--- src/rtl/ram_arb_pkg.sv ---
// ram_arb_pkg: shared FSM state type, width defaults and port-index constants
//   for the two-port round-robin RAM arbiter.
package ram_arb_pkg;
    localparam int ADDR_W_DEF = 7;
    localparam int DATA_W_DEF = 8;
    typedef logic port_t;
    localparam port_t PORT0 = 1'b0;
    localparam port_t PORT1 = 1'b1;
    typedef enum logic [1:0] {IDLE, ACCESS, CAPTURE} state_t;
endpackage

--- src/rtl/ram_rr_arbiter_if.sv ---
// ram_rr_arbiter_if: bundle of both requester channels and the RAM side.
//   req0/1_*  : valid, we, addr, wdata in; ready out (accept pulse)
//   rsp0/1_*  : valid pulse and held read data out; err0/1 error pulse out
//   ram_*     : cs/read/write strobes, address, write data out; read data in
//   modport slave is the arbiter, modport master is requesters plus RAM.
interface ram_rr_arbiter_if #(
    parameter int ADDR_W = ram_arb_pkg::ADDR_W_DEF,
    parameter int DATA_W = ram_arb_pkg::DATA_W_DEF
);
    logic              req0_valid, req0_we, req0_ready;
    logic [ADDR_W-1:0] req0_addr;
    logic [DATA_W-1:0] req0_wdata;
    logic              req1_valid, req1_we, req1_ready;
    logic [ADDR_W-1:0] req1_addr;
    logic [DATA_W-1:0] req1_wdata;
    logic              rsp0_valid, rsp1_valid, err0, err1;
    logic [DATA_W-1:0] rsp0_rdata, rsp1_rdata;
    logic              ram_cs, ram_read, ram_write;
    logic [ADDR_W-1:0] ram_address;
    logic [DATA_W-1:0] ram_write_data, ram_read_data;

    modport slave (
        input  req0_valid, req0_we, req0_addr, req0_wdata,
        input  req1_valid, req1_we, req1_addr, req1_wdata,
        input  ram_read_data,
        output req0_ready, req1_ready, rsp0_valid, rsp1_valid,
        output rsp0_rdata, rsp1_rdata, err0, err1,
        output ram_cs, ram_read, ram_write, ram_address, ram_write_data
    );

    modport master (
        output req0_valid, req0_we, req0_addr, req0_wdata,
        output req1_valid, req1_we, req1_addr, req1_wdata,
        output ram_read_data,
        input  req0_ready, req1_ready, rsp0_valid, rsp1_valid,
        input  rsp0_rdata, rsp1_rdata, err0, err1,
        input  ram_cs, ram_read, ram_write, ram_address, ram_write_data
    );
endinterface

--- src/rtl/rr_grant2.sv ---
// rr_grant2: two-way round-robin grant.
//   i_req  : request bits, [0]=port 0, [1]=port 1
//   i_last : port granted most recently
//   o_gnt  : winning port index; o_valid : any request present
module rr_grant2 (
    input  logic [1:0] i_req,
    input  logic       i_last,
    output logic       o_gnt,
    output logic       o_valid
);
    assign o_valid = |i_req;
    // On a tie the port that did not win last time goes next.
    assign o_gnt   = (&i_req) ? ~i_last : i_req[1];
endmodule

--- src/rtl/ram_rr_arbiter.sv ---
// ram_rr_arbiter: round-robin arbiter and controller giving two requesters
//   access to one synchronous-read RAM (IDLE -> ACCESS [-> CAPTURE] -> IDLE).
//   clk, rst : rising-edge clock, synchronous active-high reset
//   bus      : ram_rr_arbiter_if.slave (requester channels and RAM side)
//   Build option RAM_ARB_RO1_EN: port 1 becomes read-only; its writes are
//   accepted, perform no access and raise err1 in the following cycle.
module ram_rr_arbiter
    import ram_arb_pkg::*;
#(
    parameter int ADDR_W = ADDR_W_DEF,
    parameter int DATA_W = DATA_W_DEF
) (
    input logic               clk,
    input logic               rst,
    ram_rr_arbiter_if.slave   bus
);
    state_t            r_state, w_state_nxt;
    port_t             r_last, r_port;
    logic              r_we, r_rsp0, r_rsp1, r_err1;
    logic [ADDR_W-1:0] r_addr;
    logic [DATA_W-1:0] r_wdata, r_rdata0, r_rdata1;
    logic              w_gnt, w_any, w_accept, w_acc, w_ro_err, w_req_we;
    logic [ADDR_W-1:0] w_req_addr;
    logic [DATA_W-1:0] w_req_wdata;

    rr_grant2 u_grant (
        .i_req   ({bus.req1_valid, bus.req0_valid}),
        .i_last  (r_last),
        .o_gnt   (w_gnt),
        .o_valid (w_any)
    );

    assign w_req_we    = w_gnt ? bus.req1_we    : bus.req0_we;
    assign w_req_addr  = w_gnt ? bus.req1_addr  : bus.req0_addr;
    assign w_req_wdata = w_gnt ? bus.req1_wdata : bus.req0_wdata;
    // Reset wins over any pending request in the same cycle.
    assign w_accept    = (r_state == IDLE) && w_any && !rst;
`ifdef RAM_ARB_RO1_EN
    assign w_ro_err    = (w_gnt == PORT1) && w_req_we;
`else
    assign w_ro_err    = 1'b0;
`endif
    // An accept that actually starts a RAM access.
    assign w_acc       = w_accept && !w_ro_err;

    always_ff @(posedge clk) begin
        r_state <= rst ? IDLE : w_state_nxt;
    end

    always_comb begin
        w_state_nxt = r_state;
        unique case (r_state)
            IDLE:    w_state_nxt = w_acc ? ACCESS : IDLE;
            ACCESS:  w_state_nxt = r_we ? IDLE : CAPTURE;
            CAPTURE: w_state_nxt = IDLE;
            default: w_state_nxt = IDLE;
        endcase
    end

    always_ff @(posedge clk) begin
        if (rst) begin
            r_last   <= PORT1;
            r_port   <= PORT0;
            r_we     <= 1'b0;
            r_addr   <= '0;
            r_wdata  <= '0;
            r_rdata0 <= '0;
            r_rdata1 <= '0;
            r_rsp0   <= 1'b0;
            r_rsp1   <= 1'b0;
            r_err1   <= 1'b0;
        end else begin
            r_rsp0 <= (r_state == CAPTURE) && (r_port == PORT0);
            r_rsp1 <= (r_state == CAPTURE) && (r_port == PORT1);
            r_err1 <= w_accept && w_ro_err;
            if (w_accept) r_last <= w_gnt;
            if (w_acc) begin
                r_port <= w_gnt;
                r_we   <= w_req_we;
                r_addr <= w_req_addr;
            end
            // Write data only moves for writes so reads leave it untouched.
            if (w_acc && w_req_we) r_wdata <= w_req_wdata;
            if (r_state == CAPTURE && r_port == PORT0) r_rdata0 <= bus.ram_read_data;
            if (r_state == CAPTURE && r_port == PORT1) r_rdata1 <= bus.ram_read_data;
        end
    end

    assign bus.req0_ready     = w_accept && (w_gnt == PORT0);
    assign bus.req1_ready     = w_accept && (w_gnt == PORT1);
    assign bus.rsp0_valid     = r_rsp0;
    assign bus.rsp1_valid     = r_rsp1;
    assign bus.rsp0_rdata     = r_rdata0;
    assign bus.rsp1_rdata     = r_rdata1;
    assign bus.err0           = 1'b0;
    assign bus.err1           = r_err1;
    assign bus.ram_cs         = (r_state == ACCESS);
    assign bus.ram_read       = (r_state == ACCESS) && !r_we;
    assign bus.ram_write      = (r_state == ACCESS) && r_we;
    assign bus.ram_address    = r_addr;
    assign bus.ram_write_data = r_wdata;
endmodule

--- src/flat_wrapper.sv ---
// flat-port wrapper written by rule: the top's interface ports become plain ports
module ram_rr_arbiter_flat import ram_arb_pkg::*;
#(
    parameter int ADDR_W = ADDR_W_DEF,
    parameter int DATA_W = DATA_W_DEF
)
  (clk, rst, bus_req0_valid, bus_req0_we, bus_req0_addr, bus_req0_wdata, bus_req1_valid, bus_req1_we, bus_req1_addr, bus_req1_wdata, bus_ram_read_data, bus_req0_ready, bus_req1_ready, bus_rsp0_valid, bus_rsp1_valid, bus_rsp0_rdata, bus_rsp1_rdata, bus_err0, bus_err1, bus_ram_cs, bus_ram_read, bus_ram_write, bus_ram_address, bus_ram_write_data);
  ram_rr_arbiter_if #(.ADDR_W(ADDR_W), .DATA_W(DATA_W)) bus_i ();
  input logic clk;
  input logic rst;
  input wire logic [$bits(bus_i.req0_valid)-1:0] bus_req0_valid;
  input wire logic [$bits(bus_i.req0_we)-1:0] bus_req0_we;
  input wire logic [$bits(bus_i.req0_addr)-1:0] bus_req0_addr;
  input wire logic [$bits(bus_i.req0_wdata)-1:0] bus_req0_wdata;
  input wire logic [$bits(bus_i.req1_valid)-1:0] bus_req1_valid;
  input wire logic [$bits(bus_i.req1_we)-1:0] bus_req1_we;
  input wire logic [$bits(bus_i.req1_addr)-1:0] bus_req1_addr;
  input wire logic [$bits(bus_i.req1_wdata)-1:0] bus_req1_wdata;
  input wire logic [$bits(bus_i.ram_read_data)-1:0] bus_ram_read_data;
  output wire logic [$bits(bus_i.req0_ready)-1:0] bus_req0_ready;
  output wire logic [$bits(bus_i.req1_ready)-1:0] bus_req1_ready;
  output wire logic [$bits(bus_i.rsp0_valid)-1:0] bus_rsp0_valid;
  output wire logic [$bits(bus_i.rsp1_valid)-1:0] bus_rsp1_valid;
  output wire logic [$bits(bus_i.rsp0_rdata)-1:0] bus_rsp0_rdata;
  output wire logic [$bits(bus_i.rsp1_rdata)-1:0] bus_rsp1_rdata;
  output wire logic [$bits(bus_i.err0)-1:0] bus_err0;
  output wire logic [$bits(bus_i.err1)-1:0] bus_err1;
  output wire logic [$bits(bus_i.ram_cs)-1:0] bus_ram_cs;
  output wire logic [$bits(bus_i.ram_read)-1:0] bus_ram_read;
  output wire logic [$bits(bus_i.ram_write)-1:0] bus_ram_write;
  output wire logic [$bits(bus_i.ram_address)-1:0] bus_ram_address;
  output wire logic [$bits(bus_i.ram_write_data)-1:0] bus_ram_write_data;
  assign bus_i.req0_valid = bus_req0_valid;
  assign bus_i.req0_we = bus_req0_we;
  assign bus_i.req0_addr = bus_req0_addr;
  assign bus_i.req0_wdata = bus_req0_wdata;
  assign bus_i.req1_valid = bus_req1_valid;
  assign bus_i.req1_we = bus_req1_we;
  assign bus_i.req1_addr = bus_req1_addr;
  assign bus_i.req1_wdata = bus_req1_wdata;
  assign bus_i.ram_read_data = bus_ram_read_data;
  assign bus_req0_ready = bus_i.req0_ready;
  assign bus_req1_ready = bus_i.req1_ready;
  assign bus_rsp0_valid = bus_i.rsp0_valid;
  assign bus_rsp1_valid = bus_i.rsp1_valid;
  assign bus_rsp0_rdata = bus_i.rsp0_rdata;
  assign bus_rsp1_rdata = bus_i.rsp1_rdata;
  assign bus_err0 = bus_i.err0;
  assign bus_err1 = bus_i.err1;
  assign bus_ram_cs = bus_i.ram_cs;
  assign bus_ram_read = bus_i.ram_read;
  assign bus_ram_write = bus_i.ram_write;
  assign bus_ram_address = bus_i.ram_address;
  assign bus_ram_write_data = bus_i.ram_write_data;
  ram_rr_arbiter #(.ADDR_W(ADDR_W), .DATA_W(DATA_W)) u_core (.clk(clk), .rst(rst), .bus(bus_i));
endmodule
--- config.mk ---
export PLATFORM = sky130hd
export DESIGN_NAME = ram_rr_arbiter_flat
export DESIGN_NICKNAME = d
export VERILOG_FILES = /design/src/rtl/ram_arb_pkg.sv /design/src/rtl/ram_rr_arbiter_if.sv /design/src/rtl/rr_grant2.sv /design/src/rtl/ram_rr_arbiter.sv /design/src/flat_wrapper.sv
export SDC_FILE = /design/constraint.sdc
export NUM_CORES = 1
export LEC_CHECK = 0
export ABC_AREA = 1
export CAP_MARGIN = 20
export CORE_UTILIZATION = 41
export CTS_BUF_LIST = sky130_fd_sc_hd__clkbuf_8
export DETAILED_ROUTE_END_ITERATION = 8
export PLACE_DENSITY = 0.81
export RECOVER_POWER = 100
export SYNTH_ARGS = -nofsm -noshare
export SYNTH_HDL_FRONTEND = slang
export SYNTH_SLANG_ARGS = --single-unit
export TNS_END_PERCENT = 10
--- constraint.sdc ---
create_clock -name clk -period 1.3 [get_ports clk]
set_input_delay 0.13 -clock clk [delete_from_list [all_inputs] [get_ports clk]]
set_output_delay 0.13 -clock clk [all_outputs]
set_load 0.01 [all_outputs]
==> out/qor.txt, run 1 <==
========================================================================================================
Status .................................................................................... complete, no violations
Crit end category ......................................................................... primary output
Data arrival, critical path ...............................................................      1.17 ns
Post-CTS clock slew at the launch and capture registers of the worst setup and hold paths .      0.08 ns
Synth warnings ............................................................................            0
Fraction of final layout cells sized beyond drive strength 1 ..............................        15.0%
Number of hold-repair buffers added at the cts stage ......................................            0
Worst slack on hold paths .................................................................     0.440 ns
Critical Path, Cell by Cell ............................................................... nor2_4 -> nand2_4 -> nor2_8 -> nand2_2 -> inv_1 -> buf_2
CTS sink cnt ..............................................................................           38
Die Area ..................................................................................    4390 um^2
Setup slack of the worst register-to-register path ........................................      0.05 ns
Post-detail-place hpwl ....................................................................      3.47 mm
Clk_lat worst skew ........................................................................      0.29 ns
Largest area contributor in the netlist ................................................... sky130_fd_sc_hd__dfxtp_1
Horizontal die dimension ..................................................................      66.3 um
Wire length of the first global-routing pass ..............................................      7.80 mm
Via/cell ratio ............................................................................         4.84
Worst Hold Depth ..........................................................................            2
Number of antenna violations at the first check in global routing .........................            0
Worst Hold Launch ......................................................................... u_core.bus.rsp1_rdata[5]
Root cell of the clock tree ............................................................... sky130_fd_sc_hd__clkbuf_8
Number of buffers between clock root and the deepest sink .................................            2
Synth Cell Area ...........................................................................    1690 um^2
Gate count of the mapped netlist ..........................................................          240
PD cells .................................................................................. 1110 nW/um^2
Post-route insts no fill ..................................................................          387
Setup repair after global routing missed its margin .......................................          yes
Number of fill cells in the layout ........................................................          296
Total global routing overflow .............................................................            0
Category of the worst setup path launch point .............................................    flip-flop
Number of cells in the design after placement .............................................          374
Crit path kind ............................................................................ flip-flop to primary output
Reg2reg path depth ........................................................................            7
Overall power after layout ................................................................      3130 uW
Area of all placed cells without fillers ..................................................    2830 um^2
Starting Density ..........................................................................        44.6%
Most common cell after layout, fill and taps aside ........................................ sky130_fd_sc_hd__nand2_1
Seq/Total Area, Yosys .....................................................................        44.9%
Largest net degree at the start of global routing .........................................           25
Class of the most critical hold timing path ............................................... flip-flop to flip-flop
Top achievable clock speed ................................................................      771 MHz
Launch point of the worst path ............................................................ u_core.r_state[0]
Height of the chip ........................................................................      66.3 um
Portion of synthesized cell area occupied by the leading cell type ........................        44.9%
Setup TNS Final ...........................................................................         0 ns
Hold Path Sink ............................................................................ u_core.bus.rsp1_rdata[5]
Count of H-tree levels built during CTS ...................................................            2
# Max-Cap Violations ......................................................................            0
Final min period ..........................................................................      1.30 ns
Highest fanout seen on the critical path ..................................................            3
Area Overhead vs Synth ....................................................................        67.2%
First-pass detailed-route iteration total .................................................            4
GRT Util Overall ..........................................................................        23.8%
Final setup violation count ...............................................................            0
Routed wire length ........................................................................      5.23 mm
Most used cells in the layout excluding fill and tap cells ................................ sky130_fd_sc_hd__nand2_1 (62), sky130_fd_sc_hd__clkdlybuf4s50_1 (41), sky130_fd_sc_hd__dfxtp_1 (35)
Total vias in the final route .............................................................         1873
Worst flop-to-flop path endpoint .......................................................... u_core.bus.ram_address[5]
Worst r2r src ............................................................................. u_core.r_state[0]
Peak ir drop on the vdd network ...........................................................     0.993 mV
TritonCTS buffer count ....................................................................            5
Critical Path Slowest Stage Cell .......................................................... sky130_fd_sc_hd__dfxtp_2
Count of buffers from port buffering ......................................................           81
Via count of the first global-routing pass ................................................         1769
Post-synthesis register bit count .........................................................           38
Placed cell area ..........................................................................    2640 um^2
Drt drc ...................................................................................            0
NumNets Final .............................................................................          382
Post-route ant nets .......................................................................            0
Portion of the clock cycle consumed by the worst path in the final layout .................        99.7%
DRC violation total after the first TritonRoute iteration .................................           92
Area of the core ..........................................................................    3800 um^2
Routed len/inst ...........................................................................      13.5 um
Reported leakage power ....................................................................   0.00151 uW
CTS tree ..................................................................................          yes
I/O pins ..................................................................................           84
Syn_area_per_cell .........................................................................    7.05 um^2
Pins Over Slew Limit ......................................................................            0
Antenna diode count .......................................................................            0
Final RePlAce weighted congestion .........................................................        0.872
Largest cells by area after synthesis ..................................................... sky130_fd_sc_hd__dfxtp_1 (45%), sky130_fd_sc_hd__nand2_1 (14%), sky130_fd_sc_hd__a21oi_1 (7.1%)
Count of distinct cell types in the synthesized netlist ...................................           20
Std cell rows .............................................................................           22
CP required ...............................................................................      1.17 ns
Largest stage delay on the critical path ..................................................      0.34 ns
Number of hold-slack violations in the final timing report ................................            0
Post-route clock skew .....................................................................   0.00511 ns
========================================================================================================
==> stage by stage <==
stage / setup slack, ns / util, %
finish: 0.00349 / 74.5
global route: -0.0594 / 74.5
CTS: -0.0140 / 72.3
detailed placement: -0.425 / 69.4
global placement: -0.399 / 69.4
floorplan: 0.169 / -
==> sequential cells by signal, summed over array words and instances, names as in the netlist <==
register,flops
u_core.bus.ram_write_data,8
u_core.r_last,1
u_core.bus.rsp1_rdata,8
u_core.bus.rsp0_valid,1
u_core.bus.rsp0_rdata,8
u_core.r_port,1
u_core.r_we,1
u_core.bus.rsp1_valid,1
u_core.bus.ram_address,7
u_core.r_state,2
==> layer usage <==
metal	GRT usage [%]	up-vias	wire length, um
li1	-	939	-
met1	25.9	855	2070
met2	44.4	67	2750
met3	5.52	12	296
met4	7.98	0	111
met5	0	-	0
==> logic make-up after synthesis <==
logic type	share of synthesized area, %
AO/OA/AOI/OAI	12.4
flip-flops	44.9
AND/OR/NAND/NOR	30.1
buffers and inverters	12.3
other	0.222
==> worst max-delay path by stage <==
stage | slack, ns | depth (start not counted) | end
after floorplan | 0.17 | 6 | bus_req1_ready
after global placement | -0.40 | 8 | bus_req1_ready
after detailed placement | -0.42 | 8 | bus_req1_ready
after CTS | -0.01 | 6 | bus_req1_ready
after global routing | -0.06 | 6 | bus_req1_ready
final | 0.003 | 6 | bus_req0_ready
==> power by group <==
group / total [uW] / leakage [uW] / internal (uW) / switching [uW]
combinational: 670 / 0.00113 / 341 / 329
sequential: 1270 / 0.000310 / 1230 / 37.4
clock: 1190 / 0.0000683 / 769 / 422
==> Yosys cell counts <==
| cell type | count |
|---|---|
| sky130_fd_sc_hd__a21oi_1 | 24 |
| sky130_fd_sc_hd__buf_2 | 6 |
| sky130_fd_sc_hd__buf_4 | 3 |
| sky130_fd_sc_hd__buf_6 | 2 |
| sky130_fd_sc_hd__clkbuf_1 | 2 |
| sky130_fd_sc_hd__conb_1 | 1 |
| sky130_fd_sc_hd__dfxtp_1 | 38 |
| sky130_fd_sc_hd__inv_1 | 32 |
| sky130_fd_sc_hd__inv_4 | 1 |
| sky130_fd_sc_hd__nand2_1 | 64 |
| sky130_fd_sc_hd__nand2_2 | 2 |
| sky130_fd_sc_hd__nand2_4 | 4 |
| sky130_fd_sc_hd__nand3_1 | 19 |
| sky130_fd_sc_hd__nor2_1 | 19 |
| sky130_fd_sc_hd__nor2_2 | 1 |
| sky130_fd_sc_hd__nor2_8 | 1 |
| sky130_fd_sc_hd__nor3_1 | 1 |
| sky130_fd_sc_hd__nor3b_1 | 1 |
| sky130_fd_sc_hd__nor4_1 | 1 |
| sky130_fd_sc_hd__o21ai_0 | 18 |
==> worst max-delay path: cells and delay by family (launching register included) <==
kind                   cells  cell delay [ns]
buffers and inverters      2             0.18
and+or+nand+nor            4             0.35
DFF                        1             0.34
==> timing repair <==
action / in CTS / in global routing
cloned: 0 / 2
setup buffers: 1 / 2
endpoints found under the setup margin: 35 / 27
pin swaps: 2 / 2
resized for setup: 45 / 25
==> cell type report <==
class	count	area (um^2)	share of cell area, %
repair buffers	101	972	34.4
multi-input cells	159	769	27.2
flip-flops and latches	38	764	27.0
inverters	33	126	4.47
clock buffers	5	68.8	2.43
clock inverters	3	68.8	2.43
well taps	48	60.1	2.12
No activity file was read; power rests on OpenSTA's default activity.
==> inputs of run 2 (changes only) <==
--- a/config.mk
+++ b/config.mk
@@ -12,4 +12,4 @@
 export DETAILED_ROUTE_END_ITERATION = 8
+export HOLD_SLACK_MARGIN = 0.1
 export PLACE_DENSITY = 0.81
-export RECOVER_POWER = 100
 export SYNTH_ARGS = -nofsm -noshare
==> constraint.sdc (replaced) <==
create_clock -name clk -period 1.3 [get_ports clk]
set_input_delay 0.39 -clock clk [delete_from_list [all_inputs] [get_ports clk]]
set_output_delay 0.39 -clock clk [all_outputs]
set_load 0.01 [all_outputs]
==> out/qor.txt, run 2 (same netlist as run 1, synthesis figures left out) <==
========================================================================================================
Final setup violation count ...............................................................           12   was 0
Sw Ratio ..................................................................................        28.3%   was 25.2%
DRC violation total after the first TritonRoute iteration .................................          147   was 92
Number of hold-slack violations in the final timing report ................................            0   unchanged
Die Area ..................................................................................    4390 um^2   unchanged
Pins Over Slew Limit ......................................................................            0   unchanged
Top achievable clock speed ................................................................      641 MHz   was 771 MHz
Sequential fraction of design power .......................................................        46.6%   was 40.5%
Starting Density ..........................................................................        44.6%   unchanged
Total global routing overflow .............................................................            0   unchanged
Via count of the first global-routing pass ................................................         1723   was 1769
Crit end category ......................................................................... primary output   unchanged
Internal ..................................................................................      1960 uW   was 2340 uW
Antenna diode count .......................................................................            0   unchanged
Highest fanout seen on the critical path ..................................................            3   unchanged
Final min period ..........................................................................      1.56 ns   was 1.30 ns
Category of the worst setup path launch point .............................................    flip-flop   unchanged
Height of the chip ........................................................................      66.3 um   unchanged
Fraction of final layout cells sized beyond drive strength 1 ..............................        19.4%   was 15.0%
Post-detail-place hpwl ....................................................................      3.25 mm   was 3.47 mm
PD cells ..................................................................................  954 nW/um^2   was 1110 nW/um^2
Post-route insts no fill ..................................................................          389   was 387
Area Overhead vs Synth ....................................................................        68.9%   was 67.2%
Most common cell after layout, fill and taps aside ........................................ sky130_fd_sc_hd__nand2_1   unchanged
Horizontal die dimension ..................................................................      66.3 um   unchanged
Total vias in the final route .............................................................         1847   was 1873
Routed len/inst ...........................................................................      12.4 um   was 13.5 um
Post-CTS clock slew at the launch and capture registers of the worst setup and hold paths .      0.07 ns   was 0.08 ns
Area of the core ..........................................................................    3800 um^2   unchanged
Number of hold-repair buffers added at the cts stage ......................................            0   unchanged
TritonCTS buffer count ....................................................................            5   unchanged
Post-route ant nets .......................................................................            0   unchanged
Class of the most critical hold timing path ............................................... flip-flop to flip-flop   unchanged
CTS tree ..................................................................................          yes   unchanged
NumNets Final .............................................................................          385   was 382
Number of buffers between clock root and the deepest sink .................................            2   unchanged
First-pass detailed-route iteration total .................................................            5   was 4
CTS sink cnt ..............................................................................           38   unchanged
Routed wire length ........................................................................      4.84 mm   was 5.23 mm
Largest net degree at the start of global routing .........................................           18   was 25
Status .................................................................................... finished with violations   was complete, no violations
Crit path kind ............................................................................ flip-flop to primary output   unchanged
CP required ...............................................................................      0.91 ns   was 1.17 ns
Wire length of the first global-routing pass ..............................................      7.78 mm   was 7.80 mm
Share of power burned in the clock network ................................................        27.4%   was 38.1%
Count of buffers from port buffering ......................................................           81   unchanged
Drt drc ...................................................................................            0   unchanged
Count of H-tree levels built during CTS ...................................................            2   unchanged
Via/cell ratio ............................................................................         4.75   was 4.84
Number of fill cells in the layout ........................................................          287   was 296
Failing checks ............................................................................ negative setup slack
Number of cells in the design after placement .............................................          373   was 374
Number of antenna violations at the first check in global routing .........................            0   unchanged
Portion of the clock cycle consumed by the worst path in the final layout .................         120%   was 99.7%
Most used cells in the layout excluding fill and tap cells ................................ sky130_fd_sc_hd__nand2_1 (60), sky130_fd_sc_hd__clkdlybuf4s50_1 (40), sky130_fd_sc_hd__dfxtp_1 (35)   was sky130_fd_sc_hd__nand2_1 (62), sky130_fd_sc_hd__clkdlybuf4s50_1 (41), sky130_fd_sc_hd__dfxtp_1 (35)
Std cell rows .............................................................................           22   unchanged
Peak ir drop on the vdd network ...........................................................     0.790 mV   was 0.993 mV
Placed cell area ..........................................................................    2620 um^2   was 2640 um^2
Post-layout worst setup margin ............................................................    -0.261 ns   was 0.00349 ns
Switching power ...........................................................................       772 uW   was 788 uW
I/O pins ..................................................................................           84   unchanged
Final RePlAce weighted congestion .........................................................        0.837   was 0.872
Area of all placed cells without fillers ..................................................    2860 um^2   was 2830 um^2
Data arrival, critical path ...............................................................      1.17 ns   about the same
Root cell of the clock tree ............................................................... sky130_fd_sc_hd__clkbuf_8   unchanged
# Max-Cap Violations ......................................................................            0   unchanged
Post-route clock skew .....................................................................   0.00220 ns   was 0.00511 ns
Setup repair after global routing missed its margin .......................................          yes   unchanged
Fraction of power consumed by combinational cells .........................................        26.0%   was 21.4%
GRT Util Overall ..........................................................................        23.4%   was 23.8%
Clk_lat worst skew ........................................................................      0.28 ns   was 0.29 ns
Reported leakage power ....................................................................   0.00131 uW   was 0.00151 uW
========================================================================================================
-- run 2: changes by cell type in the layout (fill, tap and decap cells not counted), sizes merged --
cell           change
clkinv             +1
clkdlybuf4s50      -1
buf                +4
dlygate4sd2       -17
clkdlybuf4s25      -3
clkdlybuf4s15     +27
clkbuf             +2
bufinv             -2
dlymetal6s2s       -9
-- run 2: path summary, 6_finish.rpt --
path | endpoint | depth (start not counted) | start | slack (ns)
worst max register to register | u_core.bus.ram_address[1] | 7 | u_core.r_state[1] | -0.03
worst min-delay path | u_core.bus.rsp0_rdata[0] | 2 | u_core.bus.rsp0_rdata[0] | 0.45
worst min register to register | u_core.bus.rsp0_rdata[0] | 2 | u_core.bus.rsp0_rdata[0] | 0.45
worst max-delay path | bus_req1_ready | 6 | u_core.r_state[1] | -0.26
-- run 2: per-layer routing --
metal	vias to the layer above	wire length [um]	track usage (%)
met5	-	0	0
met4	0	91	8.51
met3	8	225	6.38
met2	63	2530	41.2
met1	831	1990	26.7
li1	945	-	-
-- run 2: critical path: stages (launching register included) --
cell	delay [ns]
sky130_fd_sc_hd__dfxtp_2	0.34
sky130_fd_sc_hd__nor2_4	0.13
sky130_fd_sc_hd__nand2_4	0.08
sky130_fd_sc_hd__nor2_8	0.11
sky130_fd_sc_hd__nand3_2	0.08
sky130_fd_sc_hd__inv_2	0.06
sky130_fd_sc_hd__buf_6	0.09
-- run 2: layout make-up --
class | instances | area (um^2) | share of cell area, %
Multi-Input combinational cell | 159 | 827 | 28.9
Clock buffer | 5 | 68.8 | 2.41
Timing Repair Buffer | 104 | 1000 | 35.0
Inverter | 33 | 129 | 4.51
Clock inverter | 2 | 10.0 | 0.350
Sequential cell | 38 | 764 | 26.7
Tap cell | 48 | 60.1 | 2.10
-- run 2: timing repair --
action | 4_1_cts | 5_1_grt
buffers inserted | 9 | 0
resized for setup | 91 | 41
pin swaps | 13 | 2
cloned | 2 | 0
endpoints found under the setup margin | 72 | 58
-- run 2: power by group through the flow --
stage / sequential, uW / clock, uW / combinational (uW)
2_1_floorplan: 1310 / 0 / 277
3_3_place_gp: 1290 / 0 / 633
3_5_place_dp: 1290 / 0 / 640
4_1_cts: 1270 / 755 / 686
5_1_grt: 1280 / 834 / 768
6_report: 1270 / 749 / 708
-- run 2: metrics by stage --
step	setup WS, ns	hold WS (ns)	setup TNS (ns)	util (%)	power [uW]
after floorplan	-0.118	0.434	-0.234	-	1590
after global placement	-0.944	0.429	-20.78	69.0	1920
after detailed placement	-0.963	0.436	-20.94	69.0	1930
after CTS	-0.250	0.445	-0.786	74.3	2710
after global routing	-0.304	0.463	-1.82	75.3	2880
final	-0.261	0.446	-0.949	75.3	2730
==> inputs of run 3 (changes only) <==
Settings changed: SLEW_MARGIN from default to 20.
==> results of run 3 <==
Same layout as run 2: the final DEF is identical, and so are final timing and power.
==> patch, RTL diff (config.mk and constraints of run 1) <==
The 3 states of `state_t` get a one-hot encoding in 3 bits.
--- a/src/rtl/ram_arb_pkg.sv
+++ b/src/rtl/ram_arb_pkg.sv
@@ -7,5 +7,5 @@
     localparam port_t PORT0 = 1'b0;
     localparam port_t PORT1 = 1'b1;
-    typedef enum logic [1:0] {IDLE, ACCESS, CAPTURE} state_t;
+    typedef enum logic [2:0] {IDLE = 3'b001, ACCESS = 3'b010, CAPTURE = 3'b100} state_t;
 endpackage
 
Behaviour: same outputs for any inputs over 10 cycles, from zero or initial values and one cycle with rst high; not proved beyond that.
==> patch against run 1 <==
The run now ends with setup timing left. Largest power group unchanged. Setup slack got worse by 0.10 ns. Wire length shrank 7.3%. Design area is 4.4% higher. Sequential cell count grew 1. Power fell by 5.4%. Utilization decreased by 2.2 points. Register-to-register slack got worse by 0.13 ns. Critical endpoint is now bus_req1_ready. Area after synthesis up 4.9%.
==> patch: results (changes against run 1) <==
[clock_tree]
cts_buffers = 5  ; unchanged
clock_path_buffers = 2  ; unchanged
cts_max_level = 2  ; unchanged

[timing]
fin_setup_tns_ns = -0.580  ; -0.580 ns
fin_ws_ns = -0.0998  ; -0.103 ns
finalSetupViolCount = 16  ; +16
fin_skew_ns = 0.00658  ; +0.00147 ns

[route]
via_per_inst = 4.66  ; -3.8%
vias = 1891  ; +0.96%
first_pass_iters = 4  ; unchanged
post_drt_wl_per_cell_um = 11.9  ; -12%
drt_iter0_markers = 97  ; +5.4%

[place]
dp_slack_ns = -0.512  ; -0.0879 ns
place_congestion = 0.778  ; -11%
dp_hpwl_um = 3350  ; -3.3%
place_area_mm2 = 0.00271  ; +2.7%
dp_cells = 386  ; +3.2%

[global_route]
grt_max_degree = 18  ; -28%
grt_pass1_wl_um = 7710  ; -1.2%
grt_use_total = 0.226  ; -0.0120

[power]
p_leak_nw = 1.33  ; -12%
vdd_drop_max_uv = 737  ; -26%

[synthesis]
synth.avg_cell_area_um2 = 7.13  ; +1.1%
synth_top_cells_by_area = dfxtp_1 (44%), nand2_1 (12%), a21oi_1 (8.2%)
synth_cell_types = 23  ; +15%
synth_commonest_cells = nand2_1 (56), dfxtp_1 (39), inv_1 (35)
ys_seq_area_frac = 0.440  ; -0.00963

[finish]
layout-drive-gt1-share = 0.194  ; +0.0434

[outcome]
outcome = finished with violations
violations = setup timing

[worst_setup_path]
crit_fanout = 4  ; +1

==> patch: changes by cell type after synthesis, sizes merged <==
cell    change
nand3      +11
clkbuf      +1
dfxtp       +1
nor3        +1
nor3b       -1
inv         +3
nand2       -9
o21ai       +1
o211ai      +1
nor2        -5
nor4        -1
a21oi       +6
==> patch: path summary, 6_finish.rpt <==
kind	from	endpoint	slack [ns]	cells after the start
setup / recovery	u_core.r_state[2]	bus_req1_ready	-0.1	6
hold / removal	u_core.bus.rsp0_rdata[1]	u_core.bus.rsp0_rdata[1]	0.44	2
setup reg to reg	u_core.r_state[2]	u_core.r_state[0]	-0.08	8
hold reg to reg	u_core.bus.rsp0_rdata[1]	u_core.bus.rsp0_rdata[1]	0.44	2
==> patch: cell type report <==
cell class              instances  area (um2)
fillers                       330        1130
repair buffers                112        1050
multi-input cells             161         825
flip-flops and latches         39         785
inverters                      36         144
clock buffers                   5        68.8
well taps                      50        62.6
clock inverters                 3        16.3
==> patch: repair_timing <==
action / CTS / global route
endpoints found under the setup margin: 28 / 51
gates cloned: 0 / 0
buffers inserted: 8 / 4
resized for setup: 50 / 43
pin swaps: 5 / 5
hold buffers: 0 / 0
==> patch: critical path, delay by kind of cell, from the launching register on <==
family	cells	cell delay, ns
simple gates	4	0.46
flops	1	0.35
buf+inv	2	0.18
==> patch: layer usage <==
layer  routed length (um)  global-route usage  vias to the layer above
li1                     -                   -                      995
met1                 2030               0.261                      836
met2                 2500               0.387                       52
met3                  223              0.0608                        8
met4                   94              0.0964                        0
met5                    0                   0                        -
==> patch: report_power, final <==
part,internal [mW],leakage [nW],switching [mW]
sequential,1.27,0.317,0.0533
combinational,0.442,0.967,0.410
clock,0.367,0.0453,0.415
total,2.08,1.33,0.878
==> patch: kinds of logic (layout without fill, tap and decap cells) <==
family	Yosys count	count (layout)	share of synthesized area
flip-flops	39	39	0.440
other	1	2	0.00211
AND/OR/NAND/NOR	109	109	0.280
AO/OA/AOI/OAI	50	50	0.144
buffers and inverters	50	156	0.133
